File: src/rtl/uart_arb_pkg.sv
// Shared types and constants for the UART transmit arbiter.
package uart_arb_pkg;

  localparam int BYTE_W           = 8;
  localparam int DEFAULT_IDLE_GAP = 16;
  localparam int DEFAULT_TIMEOUT  = 50000;

  typedef enum logic [2:0] {
    ST_IDLE,
    ST_FETCH,
    ST_SEND,
    ST_HOLD,
    ST_DRAIN,
    ST_GAP
  } arb_state_e;

endpackage

File: src/rtl/uart_tx_arbiter_rr_pick.sv
// Combinational round-robin selector: the search starts one past the last
// served index and wraps, so the most recently served requester ranks lowest.
module rr_pick #(
  parameter int N  = 3,
  parameter int IW = $clog2(N)
) (
  input  logic [N-1:0]  req_i,
  input  logic [IW-1:0] last_i,
  output logic [N-1:0]  grant_o,
  output logic [IW-1:0] idx_o,
  output logic          any_o
);

  always_comb begin
    int c;
    logic [IW-1:0] cand;
    grant_o = '0;
    idx_o   = '0;
    any_o   = 1'b0;
    c       = 0;
    cand    = '0;
    for (int k = 1; k <= N; k++) begin
      c = int'(last_i) + k;
      if (c >= N) c = c - N;
      cand = IW'(c);
      if (!any_o && req_i[cand]) begin
        any_o         = 1'b1;
        grant_o[cand] = 1'b1;
        idx_o         = cand;
      end
    end
  end

endmodule

File: src/rtl/uart_tx_arbiter.sv
// Frame-level arbiter in front of a byte UART transmitter: round-robin grant,
// per-byte start/busy handshake, inter-frame gap and a stall watchdog.
module uart_tx_arbiter
  import uart_arb_pkg::*;
#(
  parameter int NUM_REQ  = 3,
  parameter int IDLE_GAP = DEFAULT_IDLE_GAP,
  parameter int TIMEOUT  = DEFAULT_TIMEOUT
) (
  input  logic                      iCLK,
  input  logic                      RST,
  input  logic [NUM_REQ-1:0]        req_valid,
  input  logic [BYTE_W*NUM_REQ-1:0] req_data,
  input  logic [NUM_REQ-1:0]        req_last,
  output logic [NUM_REQ-1:0]        req_ready,
  output logic [NUM_REQ-1:0]        grant,
  output logic                      tx_start,
  output logic [BYTE_W-1:0]         tx_data,
  input  logic                      tx_busy,
  output logic                      frame_done,
  output logic                      frame_abort
);

  localparam int IW = $clog2(NUM_REQ);
  localparam int WW = $clog2(TIMEOUT);
  localparam int GW = $clog2(IDLE_GAP + 1);
  localparam logic [WW-1:0] WD_LAST  = WW'(TIMEOUT - 1);
  localparam logic [GW-1:0] GAP_LAST = GW'(IDLE_GAP);

  arb_state_e          state_q, state_d;
  logic [NUM_REQ-1:0]  grant_q, grant_d;
  logic [IW-1:0]       owner_q, owner_d;
  logic [IW-1:0]       last_served_q, last_served_d;
  logic [BYTE_W-1:0]   data_q, data_d;
  logic                last_q, last_d;
  logic [WW-1:0]       wdog_q, wdog_d;
  logic [GW-1:0]       gap_q, gap_d;
  logic                start_q, start_d;
  logic                done_q, done_d;
  logic                abort_q, abort_d;

  logic [NUM_REQ-1:0]  pick_grant;
  logic [IW-1:0]       pick_idx;
  logic                pick_any;
  logic [BYTE_W-1:0]   lane_data [NUM_REQ];

  for (genvar gi = 0; gi < NUM_REQ; gi++) begin : g_lane
    assign lane_data[gi] = req_data[gi*BYTE_W +: BYTE_W];
  end

  rr_pick #(.N(NUM_REQ), .IW(IW)) u_pick (
    .req_i   (req_valid),
    .last_i  (last_served_q),
    .grant_o (pick_grant),
    .idx_o   (pick_idx),
    .any_o   (pick_any)
  );

  always_ff @(posedge iCLK or posedge RST) begin
    if (RST) begin
      state_q       <= ST_IDLE;
      grant_q       <= '0;
      owner_q       <= '0;
      last_served_q <= IW'(NUM_REQ - 1);
      data_q        <= '0;
      last_q        <= 1'b0;
      wdog_q        <= '0;
      gap_q         <= '0;
      start_q       <= 1'b0;
      done_q        <= 1'b0;
      abort_q       <= 1'b0;
    end else begin
      state_q       <= state_d;
      grant_q       <= grant_d;
      owner_q       <= owner_d;
      last_served_q <= last_served_d;
      data_q        <= data_d;
      last_q        <= last_d;
      wdog_q        <= wdog_d;
      gap_q         <= gap_d;
      start_q       <= start_d;
      done_q        <= done_d;
      abort_q       <= abort_d;
    end
  end

  always_comb begin
    state_d       = state_q;
    grant_d       = grant_q;
    owner_d       = owner_q;
    last_served_d = last_served_q;
    data_d        = data_q;
    last_d        = last_q;
    wdog_d        = wdog_q;
    gap_d         = gap_q;
    start_d       = 1'b0;
    done_d        = 1'b0;
    abort_d       = 1'b0;
    req_ready     = '0;
    unique case (state_q)
      ST_IDLE: begin
        if (pick_any) begin
          grant_d = pick_grant;
          owner_d = pick_idx;
          wdog_d  = '0;
          state_d = ST_FETCH;
        end
      end
      ST_FETCH: begin
        if (req_valid[owner_q]) begin
          req_ready = grant_q;
          data_d    = lane_data[owner_q];
          last_d    = req_last[owner_q];
          wdog_d    = '0;
          start_d   = 1'b1;
          state_d   = ST_SEND;
        end else if (wdog_q == WD_LAST) begin
          abort_d       = 1'b1;
          wdog_d        = '0;
          grant_d       = '0;
          last_served_d = owner_q;
          gap_d         = '0;
          state_d       = ST_GAP;
        end else begin
          wdog_d = wdog_q + WW'(1);
        end
      end
      ST_SEND:  state_d = ST_HOLD;
      // tx_busy only rises the cycle after tx_start, so HOLD skips that cycle.
      ST_HOLD:  state_d = ST_DRAIN;
      ST_DRAIN: begin
        if (!tx_busy) begin
          if (last_q) begin
            done_d        = 1'b1;
            grant_d       = '0;
            last_served_d = owner_q;
            gap_d         = '0;
            state_d       = ST_GAP;
          end else begin
            state_d = ST_FETCH;
          end
        end
      end
      ST_GAP: begin
        // First GAP cycle carries the done/abort pulse; IDLE_GAP idle cycles follow.
        if (gap_q == GAP_LAST) state_d = ST_IDLE;
        else                   gap_d   = gap_q + GW'(1);
      end
      default: state_d = ST_IDLE;
    endcase
  end

  assign grant       = grant_q;
  assign tx_start    = start_q;
  assign tx_data     = data_q;
  assign frame_done  = done_q;
  assign frame_abort = abort_q;

endmodule

File: config.mk
export PLATFORM = sky130hd
export DESIGN_NAME = uart_tx_arbiter
export DESIGN_NICKNAME = d
export VERILOG_FILES = /design/src/rtl/uart_arb_pkg.sv /design/src/rtl/uart_tx_arbiter_rr_pick.sv /design/src/rtl/uart_tx_arbiter.sv
export SDC_FILE = /design/constraint.sdc
export NUM_CORES = 1
export LEC_CHECK = 0
export CORE_UTILIZATION = 30
export DETAILED_ROUTE_END_ITERATION = 8
export GPL_ROUTABILITY_DRIVEN = 0
export PLACE_DENSITY = 0.53
export SLEW_MARGIN = 20
export SYNTH_ARGS = -nofsm -noshare
export SYNTH_HDL_FRONTEND = slang
export SYNTH_SLANG_ARGS = --single-unit
export TNS_END_PERCENT = 5
File: constraint.sdc
create_clock -name iCLK -period 3.7 [get_ports iCLK]
set_clock_uncertainty 0.1 [all_clocks]
set_input_delay 0.74 -clock iCLK [delete_from_list [all_inputs] [get_ports iCLK]]
set_output_delay 0.74 -clock iCLK [all_outputs]
set_load 0.01 [all_outputs]
# [Word level (Yosys, flattened, before mapping)]
# Cells that the tools add are included.
[totals] register_bits=43 romBits=0 latch_bits=0 inputBits=33 word_cells=136 ram_bits=0 mem_count=0
[classes] n_shift=0 n_eq_ne=15 reduce_logical=19 n_addsub=8 n_mul=0 div=0 n_lt_le_gt_ge=11 bitwise=3 mux=69
[op_table] cell="$mux W16" n=3
[op_table] cell="$mux W3" n=16
[op_table] cell="$pmux W16 S2" n=1
[op_table] cell="$mux W5" n=5
[op_table] cell="$mux W2" n=10
[op_table] cell="$mux W1" n=19
[op_table] cell="$pmux W3 S6" n=1
[op_table] cell="$add A16 B1 Y16 const B" n=1
[op_table] cell="$bmux W8 S2" n=1
[op_table] cell="$eq A16 B16 Y1 const B" n=1
[op_table] cell="$mux W8" n=2
[op_table] cell="$pmux W5 S3" n=1
[op_table] cell="$ne A2 B2 Y1 const B" n=7
[op_table] cell="$lt A2 B3 Y1 const B" n=4
[op_table] cell="$reduce_and A6 Y1" n=2
[op_table] cell="$bmux W1 S2" n=5
[op_table] cell="$ge A3 B2 Y1 const B" n=3
[op_table] cell="$pmux W3 S3" n=1
[op_table] cell="$add A2 B2 Y3 const B" n=2
[op_table] cell="$demux W1 S2" n=3
[op_table] cell="$eq A3 B2 Y1 const B" n=2
[op_table] cell="$eq A3 B3 Y1 const B" n=2
[op_table] cell="$ge A2 B1 Y1 const B" n=3
[op_table] cell="$or A3 B3 Y3" n=2
[op_table] cell="other kinds (17)" n=28

# [Longest topological paths before layout]
# Gate-level depths: netlist (run 1).
[logic_depth] ltp_word=14 depth_mapped=9

# [Cells and area by module]
# From an unflattened synthesis (run 1), not the netlist that was laid out.
[unflattened] hier_cells=308 area_unflattened_um2=2800.2
[modules_own_cells] module="uart_tx_arbiter" area_each_um2=2406.1 instances=1 cells_per_inst=257
[modules_own_cells] module="rr_pick" area_each_um2=394.1 instances=1 cells_per_inst=51

# [Worst setup path before layout (run 1)]
# No wires, ideal clock.
[synth_timing] kind="register to register" startpoint="reg last_served_q[1]" endpoint="reg wdog_q[2]" period_less_slack_ns=2.509 setup_time_ns=0.121 arrival_ns=2.289 n_path_buf=1 setup_slack_ns=1.191 path_stages_with_launch=9 cell_sequence="dfstp_2 > inv_1 > ha_1 > buf_2 > or3b_2 > o21ai_2 > o41a_1 > o21ai_0 > a22o_1"
[synth_between] elab_chain_len=14 word_cells_on_any_way=27 cone_classes="add/sub: 6; order compare: 3; eq/ne: 1; mux: 12; reduce/logical: 5"
[synth_lines] element="start, declared" line="uart_tx_arbiter.sv:33" rtl="logic [IW-1:0] last_served_q, last_served_d;"
[synth_lines] element="start signal, assigned" line="uart_tx_arbiter.sv:64" rtl="last_served_q <= IW'(NUM_REQ - 1);"
[synth_lines] element="start signal, assigned" line="uart_tx_arbiter.sv:76" rtl="last_served_q <= last_served_d;"
[synth_lines] element="$add A2 B1 Y3" line="uart_tx_arbiter_rr_pick.sv:23" rtl="c = int'(last_i) + k;"
[synth_lines] element="$ge A3 B2 Y1 or $sub A2 B1 Y2 (tied branches)" line="uart_tx_arbiter_rr_pick.sv:24" rtl="if (c >= N) c = c - N;"
[synth_lines] element="$mux W2" line="uart_tx_arbiter_rr_pick.sv:24"
[synth_lines] element="$bmux W1 S2" line="uart_tx_arbiter_rr_pick.sv:26" rtl="if (!any_o && req_i[cand]) begin"
[synth_lines] element="$mux W1 (implied by the code)" line="uart_tx_arbiter_rr_pick.sv:26"
[synth_lines] element="$mux W1" line="uart_tx_arbiter_rr_pick.sv:26"
[synth_lines] element="$logic_not A1 Y1" line="uart_tx_arbiter_rr_pick.sv:26"
[synth_lines] element="$logic_and A1 B1 Y1" line="uart_tx_arbiter_rr_pick.sv:26"
[synth_lines] element="$mux W1" line="uart_tx_arbiter_rr_pick.sv:26"
[synth_lines] element="$logic_not A1 Y1" line="uart_tx_arbiter_rr_pick.sv:26"
[synth_lines] element="$logic_and A1 B1 Y1" line="uart_tx_arbiter_rr_pick.sv:26"
[synth_lines] element="$mux W1 (*)" line="uart_tx_arbiter_rr_pick.sv:26"
[synth_lines] element="$ne A2 B2 Y1 (no source line) (*)"
[synth_lines] element="$reduce_and A2 Y1 (no source line) (*)"
[synth_lines] element="end signal, assigned" line="uart_tx_arbiter.sv:79" rtl="wdog_q <= wdog_d;"
[synth_lines] element="end, declared" line="uart_tx_arbiter.sv:36" rtl="logic [WW-1:0] wdog_q, wdog_d;"
# Mark *: on every way between the ends. The rest lies on a longest branch, timed or not. The select of a mux whose other input is x is not followed.
# A chain may end at the register's enable or synchronous reset.

# [Worst setup path after layout (run 1)]
[layout_timing] startpoint="in req_valid[2]" endpoint="out req_ready[2]"
[layout_between] elab_chain_len=4
[layout_lines] element="start, declared" line="uart_tx_arbiter.sv:12" rtl="input logic [NUM_REQ-1:0] req_valid,"
[layout_lines] element="$bmux W1 S2" line="uart_tx_arbiter.sv:110" rtl="if (req_valid[owner_q]) begin"
[layout_lines] element="$mux W1 (implied by the code)" line="uart_tx_arbiter.sv:110"
[layout_lines] element="$mux W3" line="uart_tx_arbiter.sv:110"
[layout_lines] element="$mux W3" line="uart_tx_arbiter.sv:100" rtl="unique case (state_q)"
[layout_lines] element="end, declared" line="uart_tx_arbiter.sv:15" rtl="output logic [NUM_REQ-1:0] req_ready,"
# No other way between the ends. The select of a mux whose other input is x is not followed.

==> metrics.md, run 1 <==
| Metric | Value |
|---|---|
| Final Cycle Share | 0.900 |
| HPWL after DPL | about 4400 µm |
| CP required | between 2000 and 3000 ps |
| Number of global-route vias before repair | around 2100 |
| Max_cap viols | 0 |
| Nets | 383 |
| DR DRC count | 0 |
| Synth Area in Adders | 0.0423 |
| Total CTS buffers | 5 |
| Crit path buf inv count | 2 |
| Kind of critical path | in2out |
| Wire length per cell | 13.7 µm |
| Setup ws final | 369 ps |
| CTS root buf | clkbuf_8 |
| Starting Density | 0.318 |
| Tmin final | 3330 ps |
| Most frequent cell on the critical path | clkdlybuf4s50_1 |
| Fill count | around 860 |
| H-tree Lvls | 2 |
| DP Area | between 0.003 and 0.004 mm² |
| Psw | 0.991 mW |
| Clock Path Buffers | 2 |
| Post-synthesis cell count | slightly below 300 |
| Core area | around 0.0084 mm² |
| Share of power burned in registers | 0.333 |
| Initial antenna violation count | 0 |
| Main synth FF type | dfrtp_1 |
| P&R area growth vs syn | 25.2% |
| Die W | ~96 µm |
| Crit-path cells | clkdlybuf4s50_1 > mux2i_1 > o2bb2ai_1 > and3_1 > clkdlybuf4s50_1 |
| Post-CTS setup repair buffer count | 0 |
| GR Util All Layers | 0.139 |
| Internal | around 1.3 mW |
| Finished Layout Cells | 447 |
| Largest net degree at the start of global routing | between 40 and 50 |
| Final Hold Fails | 0 |
| CTS tree | yes |
| Pre-antenna DRT Iters | 4 |
| TNS Setup | 0 ps |
| First-pass GRT wire length | approximately 10000 µm |
| Share of layout cells above drive strength 1 | 0.0760 |
| Post_cts resized | 0 |
| Critical Path End Type | output pin |
| Synth cell types | 57 |
| Mapped Area | approximately 0.0027 mm² |
| Worst-path clk slew | 80 ps |
| Crit-path max cell delay | 560 ps |
| Synth Area in XOR/XNOR | 0.00329 |
| Post-synth EDFFs | 0 |
| Final setup violation count | 0 |
| Crit path DAT | between 2000 and 2500 ps |
| Clock power share | 0.133 |
| Rows | 33 |
| Skew-Pair Late Insertion Delay | around 300 ps |
| Unrepaired setup endpoints after global routing | false |
| Vias per inst | approximately 5.2 |
| Cell family with most CP delay | buffers and inverters |
| Overflow after GRT | 0 |
| Mapped Avg Cell Area | around 9.1 µm² |
| Port Buffers | slightly below 50 |
| Min-delay worst type | reg2reg |
| Seq/Total Area, Yosys | 0.405 |
| Startpoint Class | input pin |
| Worst-path fanout max | 6 |
| Comb pwr share | 0.534 |
| Die Footprint | a little over 0.009 mm² |
| Combinational family with the most area after synthesis | simple AND/OR/NAND/NOR gates |
| Max-slew headroom at the worst pin | 0.381 |
| Yosys warnings | 0 |
| Syn nets | 335 |
| Switching share of power | 0.440 |
| Post-route ant nets | 0 |
| Ant diodes | 0 |
| P_leak | ~1.4 nW |
| Status | complete, no violations |
| Total power | 2.25 mW |
| Ports | 50 |
| Synth Area in Simple Gates | 0.218 |
| Slowest library cell on the worst path | clkdlybuf4s50_1 |
| Cell area after layout | 0.00333 mm² |
| Post-synthesis register bit count | 43 |
| Placed insts | between 400 and 500 |
| Clock sinks | 43 |
| Worst vdd ir | a little under 0.3 mV |
| Hold-fix buffers, CTS | 0 |
| Pre-CTS WS | between 300 and 400 ps |
| Iteration-0 DRC Markers | between 100 and 150 |
| PwrDens | about 670 mW/mm² |
| Worst-margin pin slew | between 900 and 1000 ps |
| Drt total wl | slightly above 6000 µm |
| Max Slew Vio Count | 0 |
| Post-synthesis compound-gate area fraction | 0.212 |
| Fmax | 300 MHz |
| Mux share of post-synthesis cell area | 0.0733 |
| Async SR Flop Fraction | 1.00 |
| Via count | 2309 |
| Die Y | about 96 µm |
[power groups by stage]
stage,registers [mW],logic [mW],clock network (mW)
finish,0.750,1.20,0.298
detailed placement,0.757,1.21,0
global placement,0.753,1.20,0
floorplan,0.695,0.899,0
global route,0.773,1.33,0.326
CTS,0.751,1.21,0.311
[cells in the mapped netlist (2+ instances only)]
cell type  number  area, µm²
o21ai_0        17       85.1
nor4_1          2       12.5
a31oi_1         9       56.3
or3_1           2       12.5
clkbuf_1        4       15.0
nor2_1         24       90.1
and3_1         10       62.6
mux2_2          3       33.8
a211o_1         4       35.0
nor2b_1         3       18.8
dfrtp_1        42       1050
mux2i_1        15        150
o2bb2ai_1       3       26.3
nand2_1        27        101
o21ai_1         2       10.0
o22ai_1         3       18.8
ha_1            9        113
a21oi_1        20        100
a21o_1          3       22.5
a22oi_1         3       22.5
inv_1          15       56.3
nand3_1        14       70.1
a22o_1          6       52.6
o31ai_1         2       15.0
and2_1          2       12.5
nand2b_1        5       31.3
nand4_1         5       31.3
buf_2           6       30.0
nor3_1          5       25.0
[registers in the layout (all words and copies together), names as in the netlist]
signal and flops:
owner_q 2, tx_data 8, last_served_q 2, gap_q 5, frame_done 1, tx_start 1
wdog_q 16, frame_abort 1, state_q 3, last_q 1, grant 3
[worst register-to-register path: stages, from the launching register on]
cell and delay (ps):
dfrtp_1 480, inv_1 180, ha_1 420, or3b_2 540, o21ai_2 220, o41a_1 450, o21ai_0 150, a22o_1 200
[cells by family (layout without fill, tap and decap cells)]
kind of cell	Yosys count	count (layout)
compound gates	83	83
simple gates	110	110
fa+ha+maj	9	9
buf+inv	28	77
flops	43	43
mux	19	19
xor+xnor	1	1
[path summary, 6_finish.rpt]
| path | from | endpoint | slack, ps | depth (start not counted) |
|---|---|---|---|---|
| max reg2reg | last_served_q[0]$_DFFE_PP0P_ | wdog_q[2]$_DFFE_PP0P_ | 870 | 7 |
| max in group asynchronous | RST | gap_q[2]$_DFFE_PP0P_ | 2050 | 2 |
| max | req_valid[2] | req_ready[2] | 370 | 5 |
| min in group asynchronous | RST | tx_start$_DFF_PP0_ | 850 | 2 |
| min | tx_data[6]$_DFFE_PP0P_ | tx_data[6]$_DFFE_PP0P_ | 390 | 2 |
| min reg2reg | tx_data[6]$_DFFE_PP0P_ | tx_data[6]$_DFFE_PP0P_ | 390 | 2 |
[layout by cell type (no fill, tap or decap), drive strengths merged, types with 2 or more instances in the layout]
cell type and instances:
nand4 5, nand2 27, inv 15, nor2b 4, a31oi 9, clkdlybuf4s50 49, dfrtp 42, o22ai 3
buf 5, o31ai 2, mux2i 15, nand2b 5, mux2 4, o2bb2ai 3, a21oi 21, nor2 25
a21o 3, a211o 4, nor3 6, nand3 14, and3 10, or3 2, ha 9, nor4 3
a22o 6, clkbuf 8, a22oi 3, o21ai 20, and2 2
[layout make-up]
class | instances | area [µm²] | share of cell area
Clock buffer | 8 | 80.1 | 0.0240
Inverter | 15 | 56.3 | 0.0169
Multi-Input combinational cell | 222 | 1460 | 0.438
Sequential cell | 43 | 1080 | 0.323
Tap cell | 105 | 131 | 0.0394
Timing Repair Buffer | 54 | 528 | 0.158
[stage by stage]
step | utilization | hold slack [ps]
detailed placement | 0.388 | 376
global placement | 0.388 | 361
global route | 0.398 | 411
finish | 0.398 | 390
floorplan | - | 346
CTS | 0.398 | 395
[layer usage]
metal	track usage	wire length, µm	vias to the layer above
li1	-	-	1161
met1	0.190	3070	1088
met2	0.214	2670	53
met3	0.0411	317	7
met4	0.0361	60	0
met5	0	0	-
(Power assumes the default switching activity.)
==> run 2, diff against run 1 <==
CAP_MARGIN = 30   (was unset)
CORE_MARGIN = 10   (was unset)
==> metrics.md, run 2 (same netlist as run 1, synthesis figures left out) <==
| Metric | Value |
|---|---|
| Post-route ant nets | 0 |
| Clock sinks | 43 |
| Most frequent cell on the critical path | clkdlybuf4s50_1 |
| Largest register FFs | 16 |
| Rows | 34 |
| Largest net degree at the start of global routing | 30 |
| Drt total wl | ~6700 µm |
| Total CTS buffers | 5 |
| Via count | 2301 |
| DP Area | between 0.003 and 0.004 mm² |
| Hold-fix buffers, CTS | 0 |
| Core area | a little under 0.009 mm² |
| GR Util All Layers | 0.105 |
| Critical Path End Type | output pin |
| Fmax | 290 MHz |
| Post-CTS setup repair buffer count | 0 |
| Final Cycle Share | 0.931 |
| Min-delay worst type | reg2reg |
| Final setup violation count | 0 |
| Nets | about 380 |
| Setup ws final | roughly 260 ps |
| DR DRC count | 0 |
| Hold slack | about 380 ps |
| Placed insts | between 400 and 500 |
| Initial antenna violation count | 0 |
| Crit path DAT | around 2600 ps |
| Vias per inst | between 5 and 6 |
| Worst-margin pin slew | 734 ps |
| Final Util | 0.391 |
| Starting Density | 0.307 |
| Die W | roughly 110 µm |
| Cell area after layout | around 0.0034 mm² |
| Cell family with most CP delay | buffers and inverters |
| Die Footprint | roughly 0.013 mm² |
| Max Slew Vio Count | 0 |
| Skew-Pair Late Insertion Delay | approximately 300 ps |
| Clock Path Buffers | 2 |
| Pre-CTS WS | a little under 300 ps |
| P_leak | about 1.4 nW |
| Unrepaired setup endpoints after global routing | false |
| Share of layout cells above drive strength 1 | 0.0875 |
| Die Y | ~110 µm |
| CP required | approximately 2900 ps |
| CTS tree | yes |
| Worst-path fanout max | 6 |
| Most common cell after layout, fill and taps aside | clkdlybuf4s50_1 |
| First-pass GRT wire length | between 10000 and 15000 µm |
| Tmin final | about 3400 ps |
| P&R area growth vs syn | 27.4% |
| Final Hold Fails | 0 |
| H-tree Lvls | 2 |
| TNS Setup | 0 ps |
| Number of global-route vias before repair | approximately 2400 |
| Max-slew headroom at the worst pin | 0.506 |
| Crit-path max cell delay | 570 ps |
| Max_cap viols | 0 |
| Biggest register | wdog_q |
| Kind of critical path | in2out |
| Ant diodes | 0 |
| Slowest library cell on the worst path | clkdlybuf4s50_1 |
| Wire length per cell | ~15 µm |
| Ports | 50 |
| Total power | around 2.3 mW |
| Iteration-0 DRC Markers | around 100 |
| Most frequent cells in the layout | clkdlybuf4s50_1, dfrtp_1, nand2_1 |
| CTS root buf | clkbuf_8 |
| HPWL after DPL | approximately 5100 µm |
| Overflow after GRT | 0 |
| Crit-path cells | clkdlybuf4s50_1 > mux2i_1 > o2bb2ai_1 > and3_1 > clkdlybuf4s50_1 |
| Crit path buf inv count | 2 |
| Port Buffers | 49 |
| PwrDens | 692 mW/mm² |
| Finished Layout Cells | 451 |
| Pre-antenna DRT Iters | 6 |
| Worst vdd ir | 0.337 mV |
| Startpoint Class | input pin |
| Status | complete, no violations |
| Worst-path clk slew | approximately 90 ps |
| Post_cts resized | 0 |
[run 2: layer usage]
layer	routed length, µm	global-route usage	part of all wire	up-vias
met5	0	0	0	-
met4	61	0.0242	0.0092	0
met3	535	0.0461	0.080	6
met2	2810	0.163	0.42	55
met1	3260	0.132	0.49	1075
li1	-	-	-	1165
[run 2: final cells by class]
class	instances	area (µm²)
fillers	912	5290
well taps	108	135
inverters	15	56.3
multi-input cells	222	1460
repair buffers	55	548
clock buffers	5	68.8
clock inverters	3	43.8
flip-flops and latches	43	1080
[run 2: final timing paths]
check	start	to	slack (ps)	depth (start not counted)
worst min-delay path	tx_data[0]$_DFFE_PP0P_	tx_data[0]$_DFFE_PP0P_	380	2
max in group asynchronous	RST	last_served_q[1]$_DFFE_PP1P_	2330	3
min in group asynchronous	RST	tx_data[2]$_DFFE_PP0P_	620	2
worst min register to register	tx_data[0]$_DFFE_PP0P_	tx_data[0]$_DFFE_PP0P_	380	2
worst max register to register	last_served_q[0]$_DFFE_PP0P_	wdog_q[2]$_DFFE_PP0P_	830	7
worst max-delay path	req_valid[2]	req_ready[2]	260	5
[run 2: worst min-delay path: stages (launching register included)]
cell	delay [ps]
dfrtp_1	350
nand2_1	40
o21ai_0	60
[run 2: where the power goes]
part	switching (mW)	internal (mW)
clock network	0.177	0.201
logic	0.683	0.538
registers	0.159	0.588
total	1.02	1.33
